### src/rtl/ccm_pkg.sv
// ccm_pkg: shared types and identity-set helper for the colour-matrix coefficient bank.
package ccm_pkg;
    localparam int CCM_COE_FRAC = 10;
    localparam int CCM_SET_MAX  = 1024;

    typedef enum logic [1:0] {IDLE, PENDING, APPLY} ccm_coe_st_t;

    // Identity for a 3x3 matrix: 1.0 on the diagonal (row == col), zero elsewhere.
    function automatic logic [CCM_SET_MAX-1:0] ccm_identity(input int coe_width, input int coe_count,
                                                            input int frac = CCM_COE_FRAC);
        logic [CCM_SET_MAX-1:0] r;
        r = '0;
        for (int k = 0; k < coe_count; k++)
            if (k / 3 == k % 3) r[k*coe_width+frac] = 1'b1;
        return r;
    endfunction
endpackage

### src/rtl/vs_edge_det.sv
// vs_edge_det: registers the frame-valid strobe and flags its rising and falling edges.
module vs_edge_det (
    input  logic clk,
    input  logic rst,
    input  logic vs_i,
    output logic vs_rise,
    output logic vs_fall
);
    logic vs_d;

    always_ff @(posedge clk or posedge rst)
        if (rst) vs_d <= 1'b0;
        else     vs_d <= vs_i;

    assign vs_rise = ~vs_d & vs_i;
    assign vs_fall = vs_d & ~vs_i;
endmodule

### src/rtl/ccm_coe_bank.sv
// ccm_coe_bank: double-buffered Q4.10 coefficient set, committed only in the gap between frames.
// Optional readback port enabled by defining CCM_COE_RDBK_EN.
module ccm_coe_bank
    import ccm_pkg::*;
#(
    parameter int COE_WIDTH  = 16,
    parameter int COE_COUNT  = 9,
    parameter int COE_FRAC   = CCM_COE_FRAC,
    parameter int ADDR_WIDTH = 4
) (
    input  logic                           clk,
    input  logic                           rst,
    input  logic                           wr_en_i,
    input  logic [ADDR_WIDTH-1:0]          wr_addr_i,
    input  logic [COE_WIDTH-1:0]           wr_data_i,
    input  logic                           commit_i,
    input  logic                           vs_i,
    output logic [COE_WIDTH*COE_COUNT-1:0] coe_o,
    output logic                           coe_upd_o,
    output logic                           busy_o,
    output logic                           err_o,
    input  logic [ADDR_WIDTH-1:0]          rd_addr_i,
    output logic [COE_WIDTH-1:0]           rd_data_o
);
    localparam int SET_W = COE_WIDTH * COE_COUNT;
    localparam int IW    = $clog2(COE_COUNT);
    localparam logic [SET_W-1:0] IDENT = SET_W'(ccm_identity(COE_WIDTH, COE_COUNT, COE_FRAC));

    logic [COE_COUNT-1:0][COE_WIDTH-1:0] shadow, active;
    ccm_coe_st_t state;
    logic vs_fall, vs_rise_unused;
    logic wr_ok;

    vs_edge_det u_vs (
        .clk     (clk),
        .rst     (rst),
        .vs_i    (vs_i),
        .vs_rise (vs_rise_unused),
        .vs_fall (vs_fall)
    );

    assign wr_ok = state == IDLE && 32'(wr_addr_i) < COE_COUNT;

    always_ff @(posedge clk or posedge rst)
        if (rst) begin
            state     <= IDLE;
            shadow    <= IDENT;
            active    <= IDENT;
            coe_upd_o <= 1'b0;
            err_o     <= 1'b0;
        end else begin
            coe_upd_o <= 1'b0;
            if (wr_en_i) begin
                if (wr_ok) shadow[wr_addr_i[IW-1:0]] <= wr_data_i;
                else       err_o <= 1'b1;
            end
            case (state)
                IDLE:    if (commit_i) state <= PENDING;
                PENDING: if (vs_fall)  state <= APPLY;
                APPLY: begin
                    active    <= shadow;
                    coe_upd_o <= 1'b1;
                    state     <= IDLE;
                end
                default: state <= IDLE;
            endcase
        end

    assign busy_o = state != IDLE;
    assign coe_o  = active;

`ifdef CCM_COE_RDBK_EN
    // Addresses past the active set map onto the shadow set.
    logic [IW-1:0] rd_k;
    assign rd_k = IW'(rd_addr_i - ADDR_WIDTH'(COE_COUNT));

    always_ff @(posedge clk or posedge rst)
        if (rst) rd_data_o <= '0;
        else     rd_data_o <= 32'(rd_addr_i) < COE_COUNT     ? active[rd_addr_i[IW-1:0]] :
                              32'(rd_addr_i) < 2 * COE_COUNT ? shadow[rd_k] : '0;
`else
    logic rd_unused;
    assign rd_unused = ^rd_addr_i;
    assign rd_data_o = '0;
`endif
endmodule

### config.mk
export PLATFORM = sky130hd
export DESIGN_NAME = ccm_coe_bank
export DESIGN_NICKNAME = d
export VERILOG_FILES = /design/src/rtl/ccm_pkg.sv /design/src/rtl/vs_edge_det.sv /design/src/rtl/ccm_coe_bank.sv
export SDC_FILE = /design/constraint.sdc
export NUM_CORES = 1
export LEC_CHECK = 0
export CAP_MARGIN = 20
export CORE_MARGIN = 2
export CORE_UTILIZATION = 43
export DETAILED_ROUTE_END_ITERATION = 8
export PLACE_DENSITY = 0.7
export SLEW_MARGIN = 20
export SYNTH_ARGS = -nofsm -noshare
export SYNTH_HDL_FRONTEND = slang
export SYNTH_SLANG_ARGS = --single-unit
### constraint.sdc
create_clock -name clk -period 12.6 [get_ports clk]
set_clock_uncertainty 0.1 [all_clocks]
set_input_delay 2.52 -clock clk [delete_from_list [all_inputs] [get_ports clk]]
set_output_delay 2.52 -clock clk [all_outputs]
set_load 0.03 [all_outputs]
# After elaboration in Yosys (flattened, before gate mapping)
# Index checks and enable logic that the tools add are counted.
[totals]
latchBits = 0
rom_bits = 0
register_bits = 293
out_inout_bits = 163
ram_bits = 0
n_memories = 0
wordCells = 46
[classes]
n_reduce_logical = 7
shift = 0
addsub = 0
n_div = 0
mux = 7
eq_ne = 4
multipliers = 0
magnitude_cmp = 3
n_bitwise = 3
[op_table]
columns = ["operator", "n"]
rows = [
  ["$bwmux W144", 1],
  ["$demux W16 S4", 1],
  ["$mux W16", 1],
  ["$reduce_and A2 Y1", 3],
  ["$lt A4 B5 Y1 const B", 1],
  ["$ge A4 B1 Y1 const B", 1],
  ["$lt A4 B4 Y1 const B", 1],
  ["$mux W2", 2],
  ["$pmux W2 S2", 1],
  ["$eq A2 B1 Y1 const B", 1],
  ["$eq A2 B2 Y1 const B", 1],
  ["$logic_and A1 B1 Y1", 2],
  ["$logic_not A2 Y1", 1],
  ["$ne A2 B1 Y1 const B", 1],
  ["$ne A2 B2 Y1 const B", 1],
  ["$not A1 Y1", 2],
  ["$reduce_bool A2 Y1", 1],
  ["$and A1 B1 Y1", 1],
  ["$mux W1", 1],
]

# Logic depth before layout (Yosys ltp)
# Gate-level depths: netlist of the first run.
[logic_depth]
depth_word = 5
ltp_mapped = 7
depth_no_buf = 4

# By module
# Synthesis of the first run repeated with hierarchy kept, for this count alone.
[hier_totals]
hier_cells = 958
hier_area_um2 = 11172.0
[by_module_without_submodules]
columns = ["module", "n_inst", "seq_area_each_um2", "area_per_inst_um2", "cells_per_inst"]
rows = [
  ["ccm_coe_bank", 1, 7314.5, 11128.2, 954],
  ["vs_edge_det", 1, 25.0, 43.8, 4],
]

# Worst setup path before layout of the first run
# OpenSTA, ideal clock, no wires.
[synth_timing]
path_kind = "in2reg"
startpoint = "input wr_addr_i[2]"
endpoint = "register shadow[112] in the netlist's numbering"
n_path_buf = 2
arrival_ps = 3604
t_required_ps = 12375
stages = 5
setup_time_ps = 125
setup_slack_ps = 8772
path_cell_list = "nor2b_1 -> and3_4 -> buf_6 -> buf_6 -> mux2_2"
[synth_via]
elab_chain_len = 5
word_cells_on_any_way = 9
classes_between = "order compare (3); mux (3); reduce/logical (3)"
[synth_lines]
columns = ["item", "line_no", "source"]
rows = [
  ["start, declared", "ccm_coe_bank.sv:14", "input logic [ADDR_WIDTH-1:0] wr_addr_i,"],
  ["$lt A4 B5 Y1 (implied by the code) or $ge A4 B1 Y1 (tied branches)", "ccm_coe_bank.sv:54", "if (wr_ok) shadow[wr_addr_i[IW-1:0]] <= wr_data_i;"],
  ["$logic_and A1 B1 Y1 (implied by the code)", "ccm_coe_bank.sv:54", ""],
  ["$mux W16 (implied by the code)", "ccm_coe_bank.sv:54", ""],
  ["$demux W16 S4", "ccm_coe_bank.sv:54", ""],
  ["$bwmux W144", "ccm_coe_bank.sv:54", ""],
  ["end signal, assigned by index", "ccm_coe_bank.sv:54", ""],
  ["end, declared", "ccm_coe_bank.sv:29", "logic [COE_COUNT-1:0][COE_WIDTH-1:0] shadow, active;"],
]
# Several ways; a longest one is shown, not always the timed one.
# A chain may end at the register's enable or synchronous reset.

# Worst setup path in the final report of the first run
[layout_timing]
startpoint = "register state[0]"
endpoint = "output busy_o"
[layout_via]
elab_chain_len = 1
[layout_lines]
columns = ["item", "line_no", "source"]
rows = [
  ["start, declared", "ccm_coe_bank.sv:30", "ccm_coe_st_t state;"],
  ["start signal, assigned", "ccm_coe_bank.sv:46", "state <= IDLE;"],
  ["start signal, assigned", "ccm_coe_bank.sv:58", "IDLE: if (commit_i) state <= PENDING;"],
  ["start signal, assigned", "ccm_coe_bank.sv:59", "PENDING: if (vs_fall) state <= APPLY;"],
  ["$reduce_bool A2 Y1", "ccm_coe_bank.sv:69", "assign busy_o = state != IDLE;"],
  ["end, declared", "ccm_coe_bank.sv:20", "output logic busy_o,"],
]
# No other way between the ends.

==> summary by stage, run 1 <==
Flow run
The tool flagged a number of max-cap violations equal to 0.

Power and ir drop
The sequential fraction of design power is 42.4%. The net switching share of the total power is 33.8%. Power spread over the standard cell area amounts to 233 mW/mm2.

The internal portion of total power is 2.16 mW. The part of the power in the clock network is 26.4%. The analysis attributes to cell leakage a power of 7.06 nW. The portion of total power attributed to combinational logic is 31.2%. The worst-case IR drop observed on VDD is 0.000124 V.

For this design the total switching power over the nets is 1.10 mW.

STA
Timing would allow up to 220 MHz. The clock period minus final worst setup slack is 4540 ps. Setup repair after global routing left no endpoint under its margin. Of the available clock period, the critical path in the final layout requires 36.0%. The final hold violation count is 0. The final sum of negative setup slack is 0 ps. The count of final max-slew check failures is 0. The number of setup violations in the final report is 0. At the pin with the least slew margin, the transition time is 976 ps. Headroom to the max-slew limit came out at 34.9%.

Global route
The number of antenna violations at the first check in global routing is 1. The sum of overflow across all layers after global routing is 0. The global-route wire length before repair is 40,500 um. Global routing used 19.3% of the available tracks.

The largest net degree at the start of global routing is 142. The via count of the first global-routing pass came to 7,296.

Cells and area
The ratio of cells with drive above 1 in the final layout is 19.1%. The total inserted antenna cells is 0. From synthesis to final layout, the design area changed by 25.7%. For this run, the number of standard cells in the final layout without fillers is 1,473. The number of nets at the end of the flow is 1,148.

Route
The number of DRC violations after detailed-routing iteration 0 is 430. The mean number of vias per cell is 4.88. The first-pass detailed-route iteration total is 4. The detailed router placed 7,192 vias in this run.

The average wire length per cell after detail routing is 17.6 um. In this run the remaining antenna-violating nets after routing total 0. For this run, design rule violations remaining after detail routing come to 0. For this block, the routed nets add up to 25,900 um of wire.

Clocking
The clock-pin transition on the worst setup and hold timing paths is 60 ps. Clock tree synthesis selected as its root buffer the cell sky130_fd_sc_hd__clkbuf_16. The TritonCTS sink count is 293. The number of gates given a new drive strength after cts is 0. The TritonCTS buffer count is 30. CTS built an H-tree with a depth of 1. The clock tree from TritonCTS is done. The maximum clock path buffer count is 3. Buffers added to address setup during post-CTS repair amount to 0. For this design, the CTS-stage hold fixing added 0 buffers. For the worst-skew pair, the clock arrives at the later sink with an insertion delay of 540 ps.

Setup path
The source of the worst register-to-register timing path is state[1]$_DFFE_PP0P_. The worst setup path is captured at an output port. The biggest cell delay along the critical path is 600 ps. For this design, the slowest cell found on the critical path is sky130_fd_sc_hd__clkdlybuf4s50_1. Measured in cells, the most critical reg-to-reg path has a length of 5. The signal on the critical path passes through or2_2, clkdlybuf4s50_1. The capture point of the worst reg-to-reg path is coe_o[135]$_DFFE_PP0P_. The class of the most critical setup path is register to output port. The worst register-to-register path has a setup slack of 10,000 ps. At the worst endpoint, the arrival time is 1920 ps. STA classifies the critical path startpoint as a register. The number of buffers and inverters on the critical path is 1.

Along the worst path, the maximum fanout reaches 7. The dominant delay contributor by cell family on the critical path is buffers and inverters. At the worst endpoint, the required time is 9980 ps.

Synthesis
The mapped cell area is 0.0112 mm2. The synthesis-stage register bit count is 293. Ranked by total cell area, the synthesized netlist is headed by sky130_fd_sc_hd__dfrtp_1 64%, sky130_fd_sc_hd__mux2_2 15%, sky130_fd_sc_hd__nand2_1 15%, sky130_fd_sc_hd__dfstp_2 1.4%, sky130_fd_sc_hd__buf_4 1.3%. Synthesis handed over a netlist of 953 instances.

Yosys mapped a number of flops with a built-in enable equal to 0. Yosys mapped the design onto 26 distinct sky130hd cell types. The average instance in the mapped netlist occupies 11.7 um2. After synthesis, the share of flip-flops with an asynchronous set or reset is 100%. In the synthesized netlist the dominant register cell turns out to be sky130_fd_sc_hd__dfrtp_1. The share of the yosys chip area belonging to registers is 65.7%. sky130_fd_sc_hd__dfrtp_1 takes more of the synthesized area than any other cell. The portion of synthesized cell area occupied by the leading cell type is 64.3%.

During synthesis, Yosys emitted a total of 0 warnings.

Floorplan
The effective utilization at floorplan is 44.1%. The area enclosed by the die boundary is 0.0273 mm2. The number of core rows is 58. The region available for standard cell placement spans 0.0253 mm2. The die is 165 um tall. In this run the horizontal extent of the chip is 165 um. The top-level I/O count is 192.

Hold path
The min-delay analysis places its worst path in the category register to register. The cell depth of the worst hold path is 2. The source of the worst hold timing path is shadow[74]$_DFFE_PP1P_. For hold timing, the worst endpoint is coe_o[74]$_DFFE_PP1P_.

Placed design
The count of buffers inserted at the top-level ports is 171. The wire-length estimate of the detail-placed layout is 15,800 um. The cell count after placement is 1,417. The congestion estimate from routability-driven global placement came to 0.731.

Run status
The flow ran to the end, and the final reports show no timing, DRC or antenna violations.
-- power by group through the flow --
stage / logic [mW] / clock network [mW] / registers, mW
finish: 1.02 / 0.863 / 1.38
global route: 1.09 / 0.926 / 1.42
CTS: 1.03 / 0.885 / 1.39
detailed placement: 1.03 / 0 / 1.40
global placement: 1.01 / 0 / 1.39
floorplan: 0.271 / 0 / 1.70
-- worst max-delay path by stage --
| stage | cells past startpoint | start | slack (ps) | endpoint |
|---|---|---|---|---|
| 2_1_floorplan | 1 | rst | 1900 | coe_o[0]$_DFFE_PP0P_ |
| 3_3_place_gp | 3 | rst | 7590 | shadow[1]$_DFFE_PP0P_ |
| 3_5_place_dp | 3 | rst | 7560 | shadow[4]$_DFFE_PP0P_ |
| 4_1_cts | 2 | state[0]$_DFFE_PP0P_ | 8030 | busy_o |
| 5_1_grt | 2 | state[0]$_DFFE_PP0P_ | 8000 | busy_o |
| 6_report | 2 | state[0]$_DFFE_PP0P_ | 8060 | busy_o |
-- Yosys cell counts (2+ instances only) --
cell type                    n
sky130_fd_sc_hd__buf_2      21
sky130_fd_sc_hd__buf_6       5
sky130_fd_sc_hd__dfstp_2     6
sky130_fd_sc_hd__mux2_2    144
sky130_fd_sc_hd__nand3b_2    2
sky130_fd_sc_hd__nand2_1   432
sky130_fd_sc_hd__dfrtp_1   287
sky130_fd_sc_hd__inv_1       2
sky130_fd_sc_hd__nor2b_1     2
sky130_fd_sc_hd__nand3_2     5
sky130_fd_sc_hd__clkbuf_1   12
sky130_fd_sc_hd__buf_4      19
sky130_fd_sc_hd__nor2_1      3
-- flip-flops by register name, summed over array words and instances, names as in the netlist --
| name | cells |
|---|---|
| state | 2 |
| u_vs.vs_d | 1 |
| err_o | 1 |
| coe_upd_o | 1 |
| shadow | 144 |
| coe_o | 144 |
-- cells in the final DEF, fill, tap and decap left out, types with 3 or more instances in the layout --
| master | n |
|---|---|
| sky130_fd_sc_hd__nor2_1 | 3 |
| sky130_fd_sc_hd__clkbuf_16 | 31 |
| sky130_fd_sc_hd__clkbuf_8 | 9 |
| sky130_fd_sc_hd__dfstp_2 | 6 |
| sky130_fd_sc_hd__clkbuf_1 | 9 |
| sky130_fd_sc_hd__nand3_2 | 5 |
| sky130_fd_sc_hd__clkdlybuf4s50_1 | 171 |
| sky130_fd_sc_hd__mux2_2 | 144 |
| sky130_fd_sc_hd__clkinv_2 | 3 |
| sky130_fd_sc_hd__clkinvlp_4 | 3 |
| sky130_fd_sc_hd__nand2_1 | 432 |
| sky130_fd_sc_hd__conb_1 | 16 |
| sky130_fd_sc_hd__buf_4 | 4 |
| sky130_fd_sc_hd__dfrtp_1 | 287 |
-- cell families (layout without fill, tap and decap cells) --
logic type | after synthesis | in the layout | synth area share [%]
and+or+nand+nor | 452 | 452 | 16.3
DFF | 293 | 293 | 65.7
muxes | 144 | 144 | 14.5
buffers and inverters | 60 | 235 | 3.23
AOI/OAI and AO/OA | 3 | 3 | 0.202
other | 1 | 16 | 0.0336
-- per-layer routing --
layer  GRT usage, %  up-vias  share of wire (%)
met5              0        -                  0
li1               -     3341                  -
met2           33.4      187                 49
met3           4.22       30                6.6
met1           25.4     3634                 43
met4           3.72        0                1.5
-- metrics by stage --
step / power (mW) / utilization [%] / setup slack [ps] / hold slack [ps] / cell area (um2)
4_1_cts: 3.30 / 55.4 / 8030 / 349 / 14000
3_3_place_gp: 2.40 / 51.5 / 7590 / 339 / 13100
2_1_floorplan: 1.97 / - / 1900 / 332 / 11200
6_report: 3.27 / 55.4 / 8060 / 348 / 14000
5_1_grt: 3.44 / 55.4 / 8000 / 363 / 14000
3_5_place_dp: 2.43 / 51.5 / 7560 / 343 / 13100
-- area by class of cell --
type,instances,area (um2)
Fill cell,2187,11300
Sequential cell,293,7340
Multi-Input combinational cell,615,3530
Timing Repair Buffer,176,1750
Clock buffer,49,933
Tap cell,330,413
Clock inverter,7,46.3
Inverter,3,21.3
-- tightest hold or removal path, stage by stage, from the launching register on --
cell and delay [ps]:
sky130_fd_sc_hd__dfstp_2 360, sky130_fd_sc_hd__nand2_1 50, sky130_fd_sc_hd__nand2_1 40
No activity file was read; power rests on OpenSTA's default activity.
==> inputs of run 2 (changes only) <==
==> constraint.sdc (replaced) <==
create_clock -name clk -period 4.6 [get_ports clk]
set_clock_uncertainty 0.1 [all_clocks]
set_input_delay 0.92 -clock clk [delete_from_list [all_inputs] [get_ports clk]]
set_output_delay 0.92 -clock clk [all_outputs]
set_load 0.03 [all_outputs]
==> summary by stage, run 2 (synthesized netlist as in run 1, its figures left out) <==
Route
The DRC violations left is 0 (unchanged). The average wire length per cell after detail routing is 17.6 um (+0.52%). The routed wire length came to 26,100 um (+0.80%). The mean number of vias per cell was 4.88 (about the same).

The first-pass detailed-route iteration total is 6 (+2). The overall via count from detail_route came to 7,206 (+0.19%). The number of antenna-violating nets in the routed design is 0 (unchanged). The number of DRC violations after detailed-routing iteration 0 is 500 (+16%).

Cells and area
The library cell used most frequently in the layout, excluding fill and tap cells, is sky130_fd_sc_hd__nand2_1. The ratio of cells with drive above 1 in the final layout was 19.7% (+0.67 points). The number of nets at the end of the flow is 1,151 (+0.26%). The non-filler instance count after layout is 1,477 (+0.27%). The library cells used most frequently in the layout, excluding fill and tap cells, are 432 x sky130_fd_sc_hd__nand2_1, 287 x sky130_fd_sc_hd__dfrtp_1, 171 x sky130_fd_sc_hd__clkdlybuf4s50_1. The signed area change from the synthesized netlist to the final layout is 27.1%. The area of all placed cells without fillers was 0.0142 mm2 (+1.1%).

STA
The smallest clock period supported by the final layout is computed as 2960 ps. Setup repair after global routing left no endpoint under its margin. The count of final max-slew check failures is 0 (unchanged). The final sum of negative setup slack is 0 ps (unchanged). In the finished design, the share of the clock period the worst path needs comes to 64.4%. The slew of the pin with the lowest slew margin came to 919 ps (-57.4 ps).

Static timing analysis puts the maximum clock frequency at 338 MHz. The worst slew margin relative to its limit is 38.8% (+3.8 points). The final hold violation count is 0 (unchanged). The number of setup violations in the final report is 0 (unchanged). The worst-case hold slack is 356 ps (+7.59 ps).

Placed design
The placer congestion estimate was 0.712 (-2.6%). The count of buffers inserted at the top-level ports is 171 (unchanged). The cell count after placement is 1,419 (+0.14%). The post-detailed-placement cell area is 0.0131 mm2 (+0.47%). The sum of net half-perimeters after detailed placement is 16,200 um (+2.9%).

Clocking
The TritonCTS buffer count is 31 (+3.3%). The buffer count from post-CTS setup fixing is 0 (unchanged). The insertion delay of the later-clocked pin in the worst-skew pair is 540 ps (about the same). The clock root buffer is sky130_fd_sc_hd__clkbuf_16.

The maximum clock path buffer count is 3 (unchanged). The level count of the clock H-tree came to 1 (unchanged). The clock tree from TritonCTS is done. The clock-pin transition on the worst setup and hold timing paths came to 60 ps (about the same). The post-cts hold buffer count was 0 (unchanged). The number of gates given a new drive strength after cts is 0 (unchanged). The TritonCTS sink count is 293 (unchanged).

Global route
The met3 capacity usage during global routing is 3.30% (-0.92 points). The total global-route track usage came to 19.7% (+0.40 points). The number of antenna violations at the first check in global routing was 0 (-1).

The sum of overflow across all layers after global routing is 0 (unchanged). The busiest layer in global routing is met2. The via count of the first global-routing pass is 7,470 (+2.4%). The global-route wire length before repair is 41,500 um (+2.5%). The global routing met1 resource utilization is 27.3% (+1.9 points). The largest net degree at the start of global routing is 87 (-39%).

The met2 track utilization from global routing is 32.9% (-0.47 points).

Setup path
The reg2reg setup slack is 1830 ps (-8170 ps). Walking the worst path, the cells encountered are or2_2, clkdlybuf4s50_1. The dominant delay contributor by cell family on the critical path is buffers and inverters. The worst setup path is launched from a register.

The class of the most critical setup path is register to output port. The biggest cell delay along the critical path is 600 ps (about the same). The slowest library cell on the worst path is sky130_fd_sc_hd__clkdlybuf4s50_1.

The critical path buffer and inverter count is 1 (unchanged). The signal arrival time at the worst endpoint is 1940 ps (+20 ps). The top fanout value on the critical path is 7 (unchanged).

The critical path required time was 3580 ps (-6400 ps). The type of destination of the critical path is an output port.

Floorplan
The top-level I/O count came to 192 (unchanged). The area enclosed by the die boundary is 0.0273 mm2 (unchanged). The effective utilization at floorplan is 44.1% (unchanged).

The core footprint is 0.0253 mm2 (unchanged). The vertical die dimension is 165 um (unchanged). The number of core rows is 58 (unchanged).

The die span in x is 165 um (unchanged).

Power and ir drop
The cell area power density is 647 mW/mm2 (+180%). The leakage power figure is 7.15 nW (+1.3%). The total chip power is 9.18 mW (+180%). The worst vdd rail ir drop is 0.000351 V (+180%).

Flow run
The count of maximum capacitance violations came to 0 (unchanged).

Hold path
In this run the worst hold path is classified as register to register.

Run status
The flow ran to the end, and the final reports show no timing, DRC or antenna violations.
-- run 2: changes by cell type in the layout (fill, tap and decap cells not counted), sizes merged --
cell	delta
buf	+2
bufinv	+4
clkbuf	-7
clkinv	+6
clkinvlp	-2
diode	+2
inv	-1
-- run 2: stage by stage --
step	utilization [%]	setup WS (ps)
after CTS	56.0	1610
after global placement	51.8	1580
final	56.0	1640
after detailed placement	51.8	1530
after global routing	56.0	1580
after floorplan	-	-304
-- run 2: layout make-up --
class / count / area (um2)
timing repair buffer: 178 / 1810
clock buffer: 42 / 897
sequential: 293 / 7340
antenna: 2 / 5.00
tap: 330 / 413
fill: 2128 / 11100
inverter: 3 / 17.5
multi-input combinational: 615 / 3530
clock inverter: 14 / 176
-- run 2: tightest hold or removal path, cell delays in order (launching register included) --
cell and delay [ps]:
sky130_fd_sc_hd__dfstp_2 370, sky130_fd_sc_hd__nand2_1 50, sky130_fd_sc_hd__nand2_1 40
-- run 2: worst paths after layout --
check,end,cells past startpoint,start
hold / removal,coe_o[74]$_DFFE_PP1P_,2,shadow[74]$_DFFE_PP1P_
min in group asynchronous,shadow[1]$_DFFE_PP0P_,2,rst
setup / recovery,busy_o,2,state[0]$_DFFE_PP0P_
hold reg to reg,coe_o[74]$_DFFE_PP1P_,2,shadow[74]$_DFFE_PP1P_
setup reg to reg,coe_o[65]$_DFFE_PP0P_,5,state[1]$_DFFE_PP0P_
max in group asynchronous,shadow[138]$_DFFE_PP1P_,3,rst
-- run 2: power by group --
group	internal (mW)	total, mW	switching (mW)
Sequential	3.36	3.80	0.438
Clock	1.58	2.58	0.995
Combinational	1.19	2.80	1.61
-- run 2: metal layers --
metal	share of wire, %	wire length (um)	vias to the layer above
met5	0	0	-
met4	1.7	439	0
met3	5.2	1360	38
met2	48	12500	183
met1	45	11800	3619
li1	-	-	3366
==> patch, RTL diff (flow settings as in run 1) <==
The 3 values of `ccm_coe_st_t` get a one-hot encoding in 3 bits.
--- a/src/rtl/ccm_pkg.sv
+++ b/src/rtl/ccm_pkg.sv
@@ -5,3 +5,3 @@
 
-    typedef enum logic [1:0] {IDLE, PENDING, APPLY} ccm_coe_st_t;
+    typedef enum logic [2:0] {IDLE = 3'b001, PENDING = 3'b010, APPLY = 3'b100} ccm_coe_st_t;
 
Check against the original RTL: same outputs for any inputs over 4 cycles, from zero or initial values and one cycle with rst high; so few cycles prove little.
==> patch against run 1 <==
Cell area increased by 2.2%; combinational power decreased by 19%; area after synthesis grew 1.4%; die area up 1.4%; critical path type unchanged; power shrank 0.46%; largest cell class unchanged; wire length shrank 12%; setup slack worse by 0.14 ns; sequential cell count rose by 1.
==> patch: results (changes against run 1) <==
- Worst-path clk slew: 0.06 ns (about the same)
- RR Startpoint: state[2]
- GRT Total Usage: 0.1672 (-0.02625)
- # fillers: 2112 (-3.4%)
- Largest delay share family, worst path: buffers and inverters
- CTS Buf Count: 31 (+3.3%)
- R2R Setup Slk: 10.04 ns (+0.04 ns)
- Crit Path Max Fanout: 6 (-1)
- Antenna violations before repair: 0 (-1)
- Grt met2 use: 0.2647 (-0.06886)
- Rel. slew slack: 0.4093 (+0.05996)
- GRT met3 Usage: 0.04099 (-0.001216)
- Post-DP HPWL: 14570 µm (-7.5%)
- Met3 WL: 1381 µm (-19%)
- Post-synth ARST share: 1.000 (unchanged)
- Sequential element share of the synthesized area: 0.6504 (-0.006756)
- Routed met1 length: 10610 µm (-5.1%)
- Largest net degree at the start of global routing: 164 (+15%)
- Worst slack at placement: 7.608 ns (+0.04432 ns)
- Largest stage delay on the critical path: 0.61 ns
- Hold Crit Class: reg -> reg
- DR iter-0 viols: 317 (-26%)
- Final Hold Fails: 0 (unchanged)
- Net Switching: 918.6 µW (-17%)
- First-pass GRT wire length: 36830 µm (-9.1%)
- Final Slew Violations: 0 (unchanged)
- Max rail drop VDD: 0.1175 mV (-4.8%)
- M1 GR Usage: 0.2385 (-0.01539)
- Lkg Pwr: 0.006770 µW (-4.1%)
- Gpl congestion: 0.7328 (+0.29%)
- Longest Clk Path Bufs: 3 (unchanged)
- Synth top cells by count: dfrtp_1, mux2_2, buf_4, buf_6, mux2_4
- Cell variety after synth: 29 (+12%)
- IO Port Bufs: 171 (unchanged)
- Worst Path Arrival: 2.06 ns (+0.14 ns)
- CP startpoint: state[0]
- Synth top area cells: dfrtp_1, mux2_2, mux2_4, dfstp_2, buf_6
- Worst r2r dst: coe_o[101]
- Total Nets Final: 870 (-24%)
- H-tree depth: 1 (unchanged)
- CP endpoint: busy_o
- Post-CTS setup buffers: 0 (unchanged)
- Vias per Instance: 4.992 (+2.2%)
- Layout cell share with drive strength beyond 1: 0.4192 (+0.2284)
- Number of global-route vias before repair: 6185 (-15%)
- R2R cell count: 5 (unchanged)
- Met2 routed WL: 10600 µm (-16%)
- Final min period: 4.685 ns (+0.1425 ns)
- Status: completed
- Root Buffer: clkbuf_16
- Crit-path slowest cell: clkdlybuf4s50_1
- Routed WL: 22870 µm (-12%)
- First-pass DRT Iterations: 4 (unchanged)
- DR top layer: met4
- Skew-Pair Late Insertion Delay: 0.55 ns
patch: changes by cell type after synthesis, moves of 3 or more:
cell	delta
clkbuf_1	-12
buf_6	+9
nand3_2	-4
mux2_2	+126
nand2_1	-430
buf_2	-10
nor3_1	+3
mux2_1	+5
mux2_4	+13
nand3_4	+4
patch: final cells by class:
type                            instances  share of cell area
Sequential cell                       294              0.5137
Multi-Input combinational cell        335              0.2544
Timing Repair Buffer                  176              0.1220
Clock buffer                           44             0.06308
Tap cell                              335             0.02923
Clock inverter                         14             0.01597
Inverter                                3            0.001658
patch: power by group through the flow:
stage | registers [µW] | clock network [µW] | logic (µW)
after floorplan | 1610 | 0 | 362
after detailed placement | 1460 | 0 | 831
after CTS | 1440 | 1010 | 836
final | 1440 | 985 | 825
after global placement | 1440 | 0 | 815
after global routing | 1490 | 1050 | 875
patch: per-stage QoR:
stage                       util  total power (µW)  hold slack [ns]  instance area (µm²)  instances
after floorplan                -              1973           0.3522                11380        675
final                     0.5519              3252           0.3637                14340       1201
after global routing      0.5519              3415           0.3959                14340       1201
after CTS                 0.5517              3288           0.3640                14340       1201
after global placement    0.5080              2259           0.3445                13200       1143
after detailed placement  0.5080              2289           0.3459                13200       1143
patch: worst min-delay path by stage:
stage	slack (ns)	from	to	cells past startpoint
final	0.36	err_o	err_o	1
after CTS	0.36	err_o	err_o	1
after floorplan	0.35	shadow[48]	shadow[48]	1
after global placement	0.34	err_o	err_o	1
after detailed placement	0.35	err_o	err_o	1
after global routing	0.40	err_o	err_o	1
patch: cell families after synthesis:
family,after synthesis,synth area share
other,1,0.0003311
muxes,288,0.2907
and+or+nand+nor,27,0.02331
AOI/OAI and AO/OA,4,0.002430
DFF,294,0.6504
buffers and inverters,46,0.03281
